===== src/rtl/mac_sign_restore_acc.sv =====
// mac_sign_restore_acc: post-multiplier sign restore and segmented accumulator.
// Stage 1 turns unsigned product magnitudes into two's-complement lane values.
// Stage 2 either loads or adds them into a 4x40-bit accumulator. In dual and
// quad modes the carry is allowed to cross the 40-bit segment boundaries.
module mac_sign_restore_acc #(
  parameter int MAC_CONF_WIDTH = 4,
  parameter int MAC_MIN_WIDTH  = 8,
  parameter int MAC_MULT_WIDTH = 2*MAC_MIN_WIDTH,
  parameter int MAC_ACC_WIDTH  = 2*MAC_MULT_WIDTH,
  parameter int MAC_INT_WIDTH  = 5*MAC_MIN_WIDTH
) (
  input  logic                          clk,
  input  logic                          rst,
  input  logic                          en,
  input  logic [MAC_CONF_WIDTH-1:0]     cfg,
  input  logic                          in_valid,
  input  logic                          acc_clr,
  input  logic [4*MAC_MULT_WIDTH-1:0]   prod_in,
  input  logic                          C0_neg,
  input  logic                          C1_neg,
  input  logic                          C2_neg,
  input  logic                          C3_neg,
  output logic                          out_valid,
  output logic [4*MAC_INT_WIDTH-1:0]    acc_out
);

  localparam int LW = MAC_INT_WIDTH;     // single-lane segment width
  localparam int DW = 2*MAC_INT_WIDTH;   // dual-lane width
  localparam int QW = 4*MAC_INT_WIDTH;   // full accumulator width
  localparam int MW = MAC_MULT_WIDTH;    // single-lane product width

  // MAC_ACC_WIDTH is kept only for interface compatibility; reject nonsense values.
  if (MAC_ACC_WIDTH < MAC_MULT_WIDTH) begin : g_param_check
    $error("MAC_ACC_WIDTH must not be smaller than MAC_MULT_WIDTH");
  end

  logic [3:0]                w_flag;
  logic [QW-1:0]             w_lane_val;
  logic [QW-1:0]             w_sum;
  logic                      w_chain;
  logic                      w_quad;
  logic                      w_load;

  logic                      r_s1_valid;
  logic [MAC_CONF_WIDTH-1:0] r_s1_cfg;
  logic                      r_s1_clr;
  logic [QW-1:0]             r_s1_val;
  logic [QW-1:0]             r_acc;
  logic [2:0]                r_last_cfg;   // {sign, mode[1:0]} of the last accumulated beat
  logic                      r_hist;       // an accumulated beat exists since reset
  logic                      r_out_valid;

  assign w_flag = {C3_neg, C2_neg, C1_neg, C0_neg};

  // Zero-extend each magnitude to its lane width and negate it when the lane is signed and flagged.
  always_comb begin
    w_lane_val = {QW{1'b0}};
    case (cfg[1:0])
      2'b01: begin
        for (int j = 0; j < 2; j++) begin
          w_lane_val[DW*j +: DW] = (cfg[3] && w_flag[2*j+1])
            ? ({DW{1'b0}} - DW'(prod_in[2*MW*j +: 2*MW]))
            : DW'(prod_in[2*MW*j +: 2*MW]);
        end
      end
      2'b10: begin
        w_lane_val = (cfg[3] && w_flag[3])
          ? ({QW{1'b0}} - QW'(prod_in))
          : QW'(prod_in);
      end
      default: begin
        for (int i = 0; i < 4; i++) begin
          w_lane_val[LW*i +: LW] = (cfg[3] && w_flag[i])
            ? ({LW{1'b0}} - LW'(prod_in[MW*i +: MW]))
            : LW'(prod_in[MW*i +: MW]);
        end
      end
    endcase
  end

  // Decode which segment boundaries the staged beat lets the carry cross.
  always_comb begin
    w_chain = 1'b0;
    w_quad  = 1'b0;
    case (r_s1_cfg[1:0])
      2'b01: begin
        w_chain = 1'b1;
        w_quad  = 1'b0;
      end
      2'b10: begin
        w_chain = 1'b1;
        w_quad  = 1'b1;
      end
      default: begin
        w_chain = 1'b0;
        w_quad  = 1'b0;
      end
    endcase
  end

  // Segmented add: 0->1 and 2->3 link in dual/quad, 1->2 links only in quad.
  always_comb begin
    logic [LW:0] v_seg;
    logic        v_cy;
    logic        v_cin;
    w_sum = {QW{1'b0}};
    v_seg = {(LW+1){1'b0}};
    v_cy  = 1'b0;
    v_cin = 1'b0;
    for (int i = 0; i < 4; i++) begin
      if (i == 0) begin
        v_cin = 1'b0;
      end else if (i == 2) begin
        v_cin = w_quad & v_cy;
      end else begin
        v_cin = w_chain & v_cy;
      end
      v_seg = {1'b0, r_acc[LW*i +: LW]} + {1'b0, r_s1_val[LW*i +: LW]} + {{LW{1'b0}}, v_cin};
      w_sum[LW*i +: LW] = v_seg[LW-1:0];
      v_cy = v_seg[LW];
    end
  end

  // A beat starts a fresh result in MUL mode, on clear, on mode/sign change, or first after reset.
  always_comb begin
    if (!r_s1_cfg[2] || r_s1_clr || !r_hist) begin
      w_load = 1'b1;
    end else if ((r_s1_cfg[1:0] != r_last_cfg[1:0]) || (r_s1_cfg[3] != r_last_cfg[2])) begin
      w_load = 1'b1;
    end else begin
      w_load = 1'b0;
    end
  end

  // Stage 1: capture the beat's control and signed lane values.
  always_ff @(posedge clk or negedge rst) begin
    if (!rst) begin
      r_s1_valid <= 1'b0;
      r_s1_cfg   <= {MAC_CONF_WIDTH{1'b0}};
      r_s1_clr   <= 1'b0;
      r_s1_val   <= {QW{1'b0}};
    end else if (en) begin
      r_s1_valid <= in_valid;
      r_s1_cfg   <= cfg;
      r_s1_clr   <= acc_clr;
      r_s1_val   <= w_lane_val;
    end
  end

  // Stage 2: load or accumulate valid beats; bubbles leave the accumulator untouched.
  always_ff @(posedge clk or negedge rst) begin
    if (!rst) begin
      r_acc       <= {QW{1'b0}};
      r_last_cfg  <= 3'b000;
      r_hist      <= 1'b0;
      r_out_valid <= 1'b0;
    end else if (en) begin
      r_out_valid <= r_s1_valid;
      if (r_s1_valid) begin
        r_acc      <= w_load ? r_s1_val : w_sum;
        r_last_cfg <= {r_s1_cfg[3], r_s1_cfg[1:0]};
        r_hist     <= 1'b1;
      end
    end
  end

  assign out_valid = r_out_valid;
  assign acc_out   = r_acc;

endmodule


===== config.mk =====
export PLATFORM = sky130hd
export DESIGN_NAME = mac_sign_restore_acc
export DESIGN_NICKNAME = d
export VERILOG_FILES = /design/src/rtl/mac_sign_restore_acc.sv
export SDC_FILE = /design/constraint.sdc
export NUM_CORES = 1
export LEC_CHECK = 0
export BUFFER_PORTS_ARGS = -buffer_cell sky130_fd_sc_hd__buf_4
export CORE_ASPECT_RATIO = 1.4
export CORE_MARGIN = 1.5
export CORE_UTILIZATION = 59
export CTS_CLUSTER_SIZE = 30
export DETAILED_ROUTE_END_ITERATION = 8
export PLACE_DENSITY = 0.8
export SKIP_LAST_GASP = 1
export SLEW_MARGIN = 20
export SYNTH_ARGS = -nofsm -noshare
export SYNTH_HDL_FRONTEND = slang
export SYNTH_SLANG_ARGS = --single-unit
export TNS_END_PERCENT = 50

===== constraint.sdc =====
create_clock -name clk -period 11 [get_ports clk]
set_input_delay 1.1 -clock clk [delete_from_list [all_inputs] [get_ports clk]]
set_output_delay 1.1 -clock clk [all_outputs]
set_load 0.02 [all_outputs]

==> flow_summary.toml, run 1 <==
[outcome]
status = "completed"

[clock_tree]
hold_buffers = 0
ctsHtreeMaxLevel = 2
tritoncts = "built"
clk_pin_slew_ps = 60
clockBufferDepth = 3
worstSkewPairLatency_ps = 540
cts.sinks = 286
cts_root_buf = "clkbuf_16"
numCtsBuffers = 35

[synth]
yosysMostFrequentCell = "a21oi_1"
synth_seq_area_share_pct = 30.3
syn_nets = 3261
ys_ff_latch = 286
syn_area_per_cell_um2 = 7.83
synthTopCellsByArea = "dfrtp_1 30%, ha_1 8.6%, a21oi_1 8.3%, nor2_1 6.1%, nand2_1 5.1%"
synth_warnings = 0
async_reset_ff_share_pct = 100
synth_top_cell_by_area = "dfrtp_1"
synth_area_mm2 = 0.0236
synth_ff_type = "dfrtp_1"
synth.top_cell.area_share_pct = 30.3
synth_commonest_cells = "392 x a21oi_1, 383 x nor2_1, 320 x nand2_1, 286 x dfrtp_1, 196 x o21ai_0"
synth_edf_count = 0
synthCells = 3014
synth_cell_types = 85

[final_layout]
fin_area_mm2 = 0.0270
fin_nets = 3406
regArea_mm2 = 0.00716
area_growth_pct = 14.5
finalNonFillerCells = 3715
num-fill-cells = 3353
final_layout_size_suffix_gt1_share_pct = 13.6
multi_input_area_mm2 = 0.0156

[placed_design]
pre_cts_ws_ps = -26.9
portBuffers = 237
place_area_mm2 = 0.0258
finalWeightedCongestion = 0.968
hpwl_um = 59400
placed_cells = 3648

[die]
rows = 86
core_area_mm2 = 0.0394
die-area_mm2 = 0.0412
chipHeight_um = 240
die_w_um = 172
ios = 238
initial_core_util_pct = 59.9

[grt]
grt_max_degree = 106
grt_usage_pct = 38.7
antenna_found_initial = 3
gr-total-overflow = 0
grt_pass1_wl_um = 124000
grt_pass1_vias = 23300

[sta]
timing.fmax_mhz = 95.6
setup_viol = 0
fin_skew_ps = 21.8
post-route-period-util_pct = 95.1
slew_viol_final = 0
hold_viol = 0
maxSlewHeadroom_pct = 25.4
finalCriticalPeriod_ps = 10460
whs_ps = 483
setup_ws_ps = 536
tightest_slew_ps = 1110

[pwr]
powerDensity_mw_per_mm2 = 204
p_clk_share_pct = 21.3
total_power_uw = 5520
ir_drop_v = 0.000186
p_seq_share_pct = 27.2
p_sw_uw = 2400
swShare_pct = 43.5
p_leak_uw = 0.0122
p_comb_share_pct = 51.5
p_int_uw = 3120

[critical_path]
critPathLaunchType = "flip-flop"
end_kind = "flip-flop"
slowest_stage = "fa_2"
worst-path-max-fanout = 5
path_class = "flip-flop to flip-flop"
max_stage_delay_ps = 450
arrival_ps = 10880
crit_required_ps = 11410

[drt]
postRouteAntennaNets = 0
drt_first_pass_iters = 5
wl_per_cell_um = 21.6
drc_errors = 0
vias = 23800
initialDrtViolationCount = 1908
routed_via_density = 6.41
routed_wl_um = 80100

[flow_run]
drv_cap = 0

[worst_hold_path]
hp-class = "flip-flop to flip-flop"
cells in the final DEF (no fill, tap or decap), types with 8 or more instances in the layout:
cell type,n
o21a_1,41
clkbuf_16,37
nand2_1,319
o21bai_1,17
nand3_1,69
a211oi_1,25
and2_1,17
xor2_1,94
a311oi_1,19
inv_1,57
buf_4,298
dfrtp_1,286
nor3_1,56
nor2_1,383
a221o_1,15
o211ai_1,22
mux2i_1,15
and3_1,24
o31ai_1,12
a31oi_1,62
mux2_2,14
a221oi_1,16
xnor2_1,115
or3_1,28
a21oi_1,389
nor2b_1,12
o21ai_1,17
o22a_1,40
a21o_1,95
o21ai_2,9
a211o_1,8
o21ai_0,194
nand2b_1,27
nor4_1,13
nand4_1,36
ha_1,162
repair_timing:
action | 4_1_cts | 5_1_grt
setup endpoints to repair | 8 | 31
buffers inserted | 0 | 2
pin swaps | 0 | 6
hold endpoints to repair | 0 | 0
resized for setup | 2 | 16
registers in the layout, summed over array words and instances, names as in the netlist:
| signal | flops |
|---|---|
| r_s1_val | 115 |
| r_last_cfg | 3 |
| r_s1_valid | 1 |
| out_valid | 1 |
| r_s1_clr | 1 |
| r_s1_cfg | 4 |
| acc_out | 160 |
| r_hist | 1 |
logic make-up after synthesis:
kind of cell | synth area share, %
flip-flops | 30.3
adder cells (fa/ha/maj) | 9.24
AO/OA/AOI/OAI | 27.7
buffers and inverters | 4.05
XOR/XNOR | 7.76
multiplexers | 1.30
AND/OR/NAND/NOR | 19.6
power by group through the flow:
stage	logic (µW)	clock network [µW]	registers, µW
3_3_place_gp	2720	0	1500
3_5_place_dp	2770	0	1510
6_report	2840	1180	1500
4_1_cts	2790	1190	1490
2_1_floorplan	1800	0	1600
5_1_grt	3120	1230	1520
per-stage QoR:
| step | setup TNS [ps] | util (%) |
|---|---|---|
| 6_report | 0 | 68.6 |
| 2_1_floorplan | 0 | - |
| 5_1_grt | -21.0 | 68.6 |
| 3_3_place_gp | 0 | 65.5 |
| 3_5_place_dp | -36.0 | 65.5 |
| 4_1_cts | 0 | 68.4 |
layer usage:
| layer | global-route usage, % | vias up | routed length, µm |
|---|---|---|---|
| li1 | - | 11100 | - |
| met1 | 42.1 | 11400 | 28800 |
| met2 | 65.8 | 937 | 38900 |
| met3 | 5.62 | 316 | 4730 |
| met4 | 33.0 | 0 | 7710 |
| met5 | 0 | - | 0 |
layout make-up:
class | count | area share (%)
well taps | 528 | 2.45
diodes | 3 | 0.0278
repair buffers | 299 | 8.34
clock buffers | 44 | 3.64
flip-flops and latches | 286 | 26.5
clock inverters | 18 | 0.625
multi-input cells | 2479 | 57.6
inverters | 58 | 0.815
worst paths after layout:
path	depth (start not counted)	slack [ps]	to	start
min in group asynchronous	1	610	acc_out[115]$_DFFE_PN0P_	rst
max in group asynchronous	2	9000	r_s1_val[7]$_DFFE_PN0P_	rst
worst max register to register	49	540	acc_out[158]$_DFFE_PN0P_	acc_out[0]$_DFFE_PN0P_
worst min-delay path	1	480	r_hist$_DFFE_PN0P_	r_hist$_DFFE_PN0P_
worst max-delay path	49	540	acc_out[158]$_DFFE_PN0P_	acc_out[0]$_DFFE_PN0P_
worst min register to register	1	480	r_hist$_DFFE_PN0P_	r_hist$_DFFE_PN0P_
critical path: cells and delay by family, from the launching register on:
kind | cells | cell delay [ps]
and+or+nand+nor | 8 | 1380
xor gates and xnor gates | 1 | 90
adders and majority gates | 8 | 2690
buffers and inverters | 2 | 260
AOI/OAI and AO/OA | 30 | 5580
DFF | 1 | 350
Note: power is estimated with default switching activity, not from simulation.
==> inputs of run 2 (changes only) <==
--- a/config.mk
+++ b/config.mk
@@ -5,13 +5,14 @@
 export SDC_FILE = /design/constraint.sdc
 export NUM_CORES = 1
 export LEC_CHECK = 0
+export ABC_AREA = 1
 export BUFFER_PORTS_ARGS = -buffer_cell sky130_fd_sc_hd__buf_4
 export CORE_ASPECT_RATIO = 1.4
 export CORE_MARGIN = 1.5
 export CORE_UTILIZATION = 59
 export CTS_CLUSTER_SIZE = 30
 export DETAILED_ROUTE_END_ITERATION = 8
-export PLACE_DENSITY = 0.8
+export PLACE_DENSITY = 0.79
 export SKIP_LAST_GASP = 1
 export SLEW_MARGIN = 20
 export SYNTH_ARGS = -nofsm -noshare
==> run 2 against run 1 <==
  * Non-clock buffer count is 42 lower
  * Clock power is 9% higher
  * Global-route usage is 2.6 points higher
  * Synthesized area is 18% higher
  * Cell area is 16% higher
  * Final cell count is 49% higher
  * Hold slack worse by 23 ps
  * Critical path depth is 5 higher
  * Clock skew is 1.2 ps higher
  * Largest cell class unchanged
  * Largest power group unchanged
==> flow_summary.toml, run 2 <==
[final_layout]
mostFrequentLayoutCells = "1,459 x nand2_1, 651 x nor2_1, 622 x inv_1"
fin_nets = 5108
num-fill-cells = 4617
final_common_cell = "nand2_1"
multi_input_area_mm2 = 0.0177
finish.utilization_pct = 67.0
largest_reg_flops = 160
area_growth_pct = 12.5
regArea_mm2 = 0.00716
finalNonFillerCells = 5517
final_layout_size_suffix_gt1_share_pct = 8.64

[synth]
synthTopCellsByArea = "dfrtp_1 26%, nand2_1 20%, nor2_1 8.8%, inv_1 8.4%, ha_1 7.3%"
synthCells = 4685
synth.top_cell.area_share_pct = 25.7
ys_ff_latch = 286
synth_area_mm2 = 0.0279
synth_top_cell_by_area = "dfrtp_1"
synth_seq_area_share_pct = 25.7
syn_area_per_cell_um2 = 5.95
syn_nets = 4932
synth_ff_type = "dfrtp_1"
synth_warnings = 0
async_reset_ff_share_pct = 100
synth_cell_types = 52
yosysMostFrequentCell = "nand2_1"
synth_commonest_cells = "1,461 x nand2_1, 652 x nor2_1, 622 x inv_1, 358 x nand3_1, 357 x a21oi_1"
synth_edf_count = 0

[critical_path]
crit_family = "simple AND/OR/NAND/NOR gates"
arrival_ps = 8980
crit_required_ps = 11500
max_stage_delay_ps = 490
end_kind = "flip-flop"
r2r_setup_slack_ps = 2520
cp.buffers_inverters = 3
slowest_stage = "fa_1"
path_class = "flip-flop to flip-flop"
critPathLaunchType = "flip-flop"
crit_top_cell = "nand2_1"
worst-path-max-fanout = 5

[clock_tree]
numCtsBuffers = 36
tritoncts = "built"
clockBufferDepth = 3
cts_root_buf = "clkbuf_16"
post_cts_buffers = 0
clk_pin_slew_ps = 60
cts_repair_resize_count = 0
hold_buffers = 0
ctsHtreeMaxLevel = 2
cts.sinks = 286
worstSkewPairLatency_ps = 590

[sta]
grt_setup_unrepaired = "no"
maxSlewHeadroom_pct = 16.5
post-route-period-util_pct = 77.1
setup_viol = 0
tightest_slew_ps = 1240
fin_skew_ps = 23.0
finalCriticalPeriod_ps = 8480
finalSetupTns_ps = 0
timing.fmax_mhz = 118
setup_ws_ps = 2520
hold_viol = 0
slew_viol_final = 0

[flow_run]
drv_cap = 0

[drt]
initialDrtViolationCount = 2879
vias = 31400
routed_wl_um = 102000
drc_errors = 0
wl_per_cell_um = 18.6
routed_via_density = 5.69
drt_first_pass_iters = 6
postRouteAntennaNets = 0

[die]
chipHeight_um = 260
initial_core_util_pct = 59.6
die_w_um = 187
die-area_mm2 = 0.0486
rows = 94
core_area_mm2 = 0.0468
ios = 238

[placed_design]
pre_cts_ws_ps = 2710
portBuffers = 237
hpwl_um = 79500
placed_cells = 5447
finalWeightedCongestion = 1.06

[grt]
grt_pass1_wl_um = 158000
grt_usage_pct = 41.3
grt_max_degree = 104
gr-total-overflow = 0
antenna_found_initial = 7
grt_pass1_vias = 29500

[pwr]
p_leak_uw = 0.0165
powerDensity_mw_per_mm2 = 185
ir_drop_v = 0.000154
total_power_uw = 5820

[worst_hold_path]
hp-class = "flip-flop to flip-flop"

[outcome]
status = "completed"
-- run 2: cell types whose count changed after synthesis, sizes merged, moves of 75 or more --
cell / before / now
a21o: 95 / 2
clkbuf: 173 / 62
inv: 58 / 654
nand2: 321 / 1472
nand3: 72 / 363
nor2: 383 / 673
xnor2: 115 / 40
-- run 2: final cells by class --
cell class / count / area share (%)
sequential: 286 / 22.8
timing repair buffer: 257 / 6.18
inverter: 658 / 7.90
tap: 624 / 2.49
antenna: 6 / 0.0479
clock buffer: 44 / 3.06
clock inverter: 20 / 0.902
multi-input combinational: 3622 / 56.6
-- run 2: cell families after synthesis --
family	share of synthesized area, %
flip-flops	25.7
AND/OR/NAND/NOR	38.1
adder cells (fa/ha/maj)	7.82
buffers and inverters	10.7
AO/OA/AOI/OAI	15.3
XOR/XNOR	2.45
-- run 2: through the flow --
step,hold WS [ps],cell area (µm²)
floorplan,423,27900
global placement,437,30100
detailed placement,439,30100
CTS,455,31300
global route,495,31300
finish,460,31400
-- run 2: worst paths after layout --
check,startpoint,to,cells after the start
setup / recovery,acc_out[0]$_DFFE_PN0P_,acc_out[150]$_DFFE_PN0P_,54
hold / removal,r_hist$_DFFE_PN0P_,r_hist$_DFFE_PN0P_,2
setup reg to reg,acc_out[0]$_DFFE_PN0P_,acc_out[150]$_DFFE_PN0P_,54
hold reg to reg,r_hist$_DFFE_PN0P_,r_hist$_DFFE_PN0P_,2
max in group asynchronous,rst,acc_out[35]$_DFFE_PN0P_,3
min in group asynchronous,rst,acc_out[151]$_DFFE_PN0P_,1
-- run 2: worst reg2reg max path, delay by kind of cell, from the launching register on --
| kind | cells | cell delay (ps) |
|---|---|---|
| buffers and inverters | 3 | 360 |
| AND/OR/NAND/NOR | 37 | 4120 |
| adder cells (fa/ha/maj) | 8 | 2930 |
| AO/OA/AOI/OAI | 6 | 640 |
| flip-flops | 1 | 370 |
-- run 2: routing by layer --
| metal | vias to the layer above | wire length [µm] | global-route usage, % |
|---|---|---|---|
| met1 | 14300 | 38600 | 48.5 |
| met2 | 1394 | 46700 | 68.0 |
| met4 | 2 | 8750 | 31.6 |
| met3 | 364 | 8400 | 6.88 |
| met5 | - | 7 | 0 |
| li1 | 15400 | - | - |
-- run 2: report_power, final --
part	leakage [µW]	internal, µW	switching, µW
combinational	0.0125	1050	2010
clock	0.000595	750	542
sequential	0.00341	1250	216
total	0.0165	3050	2770
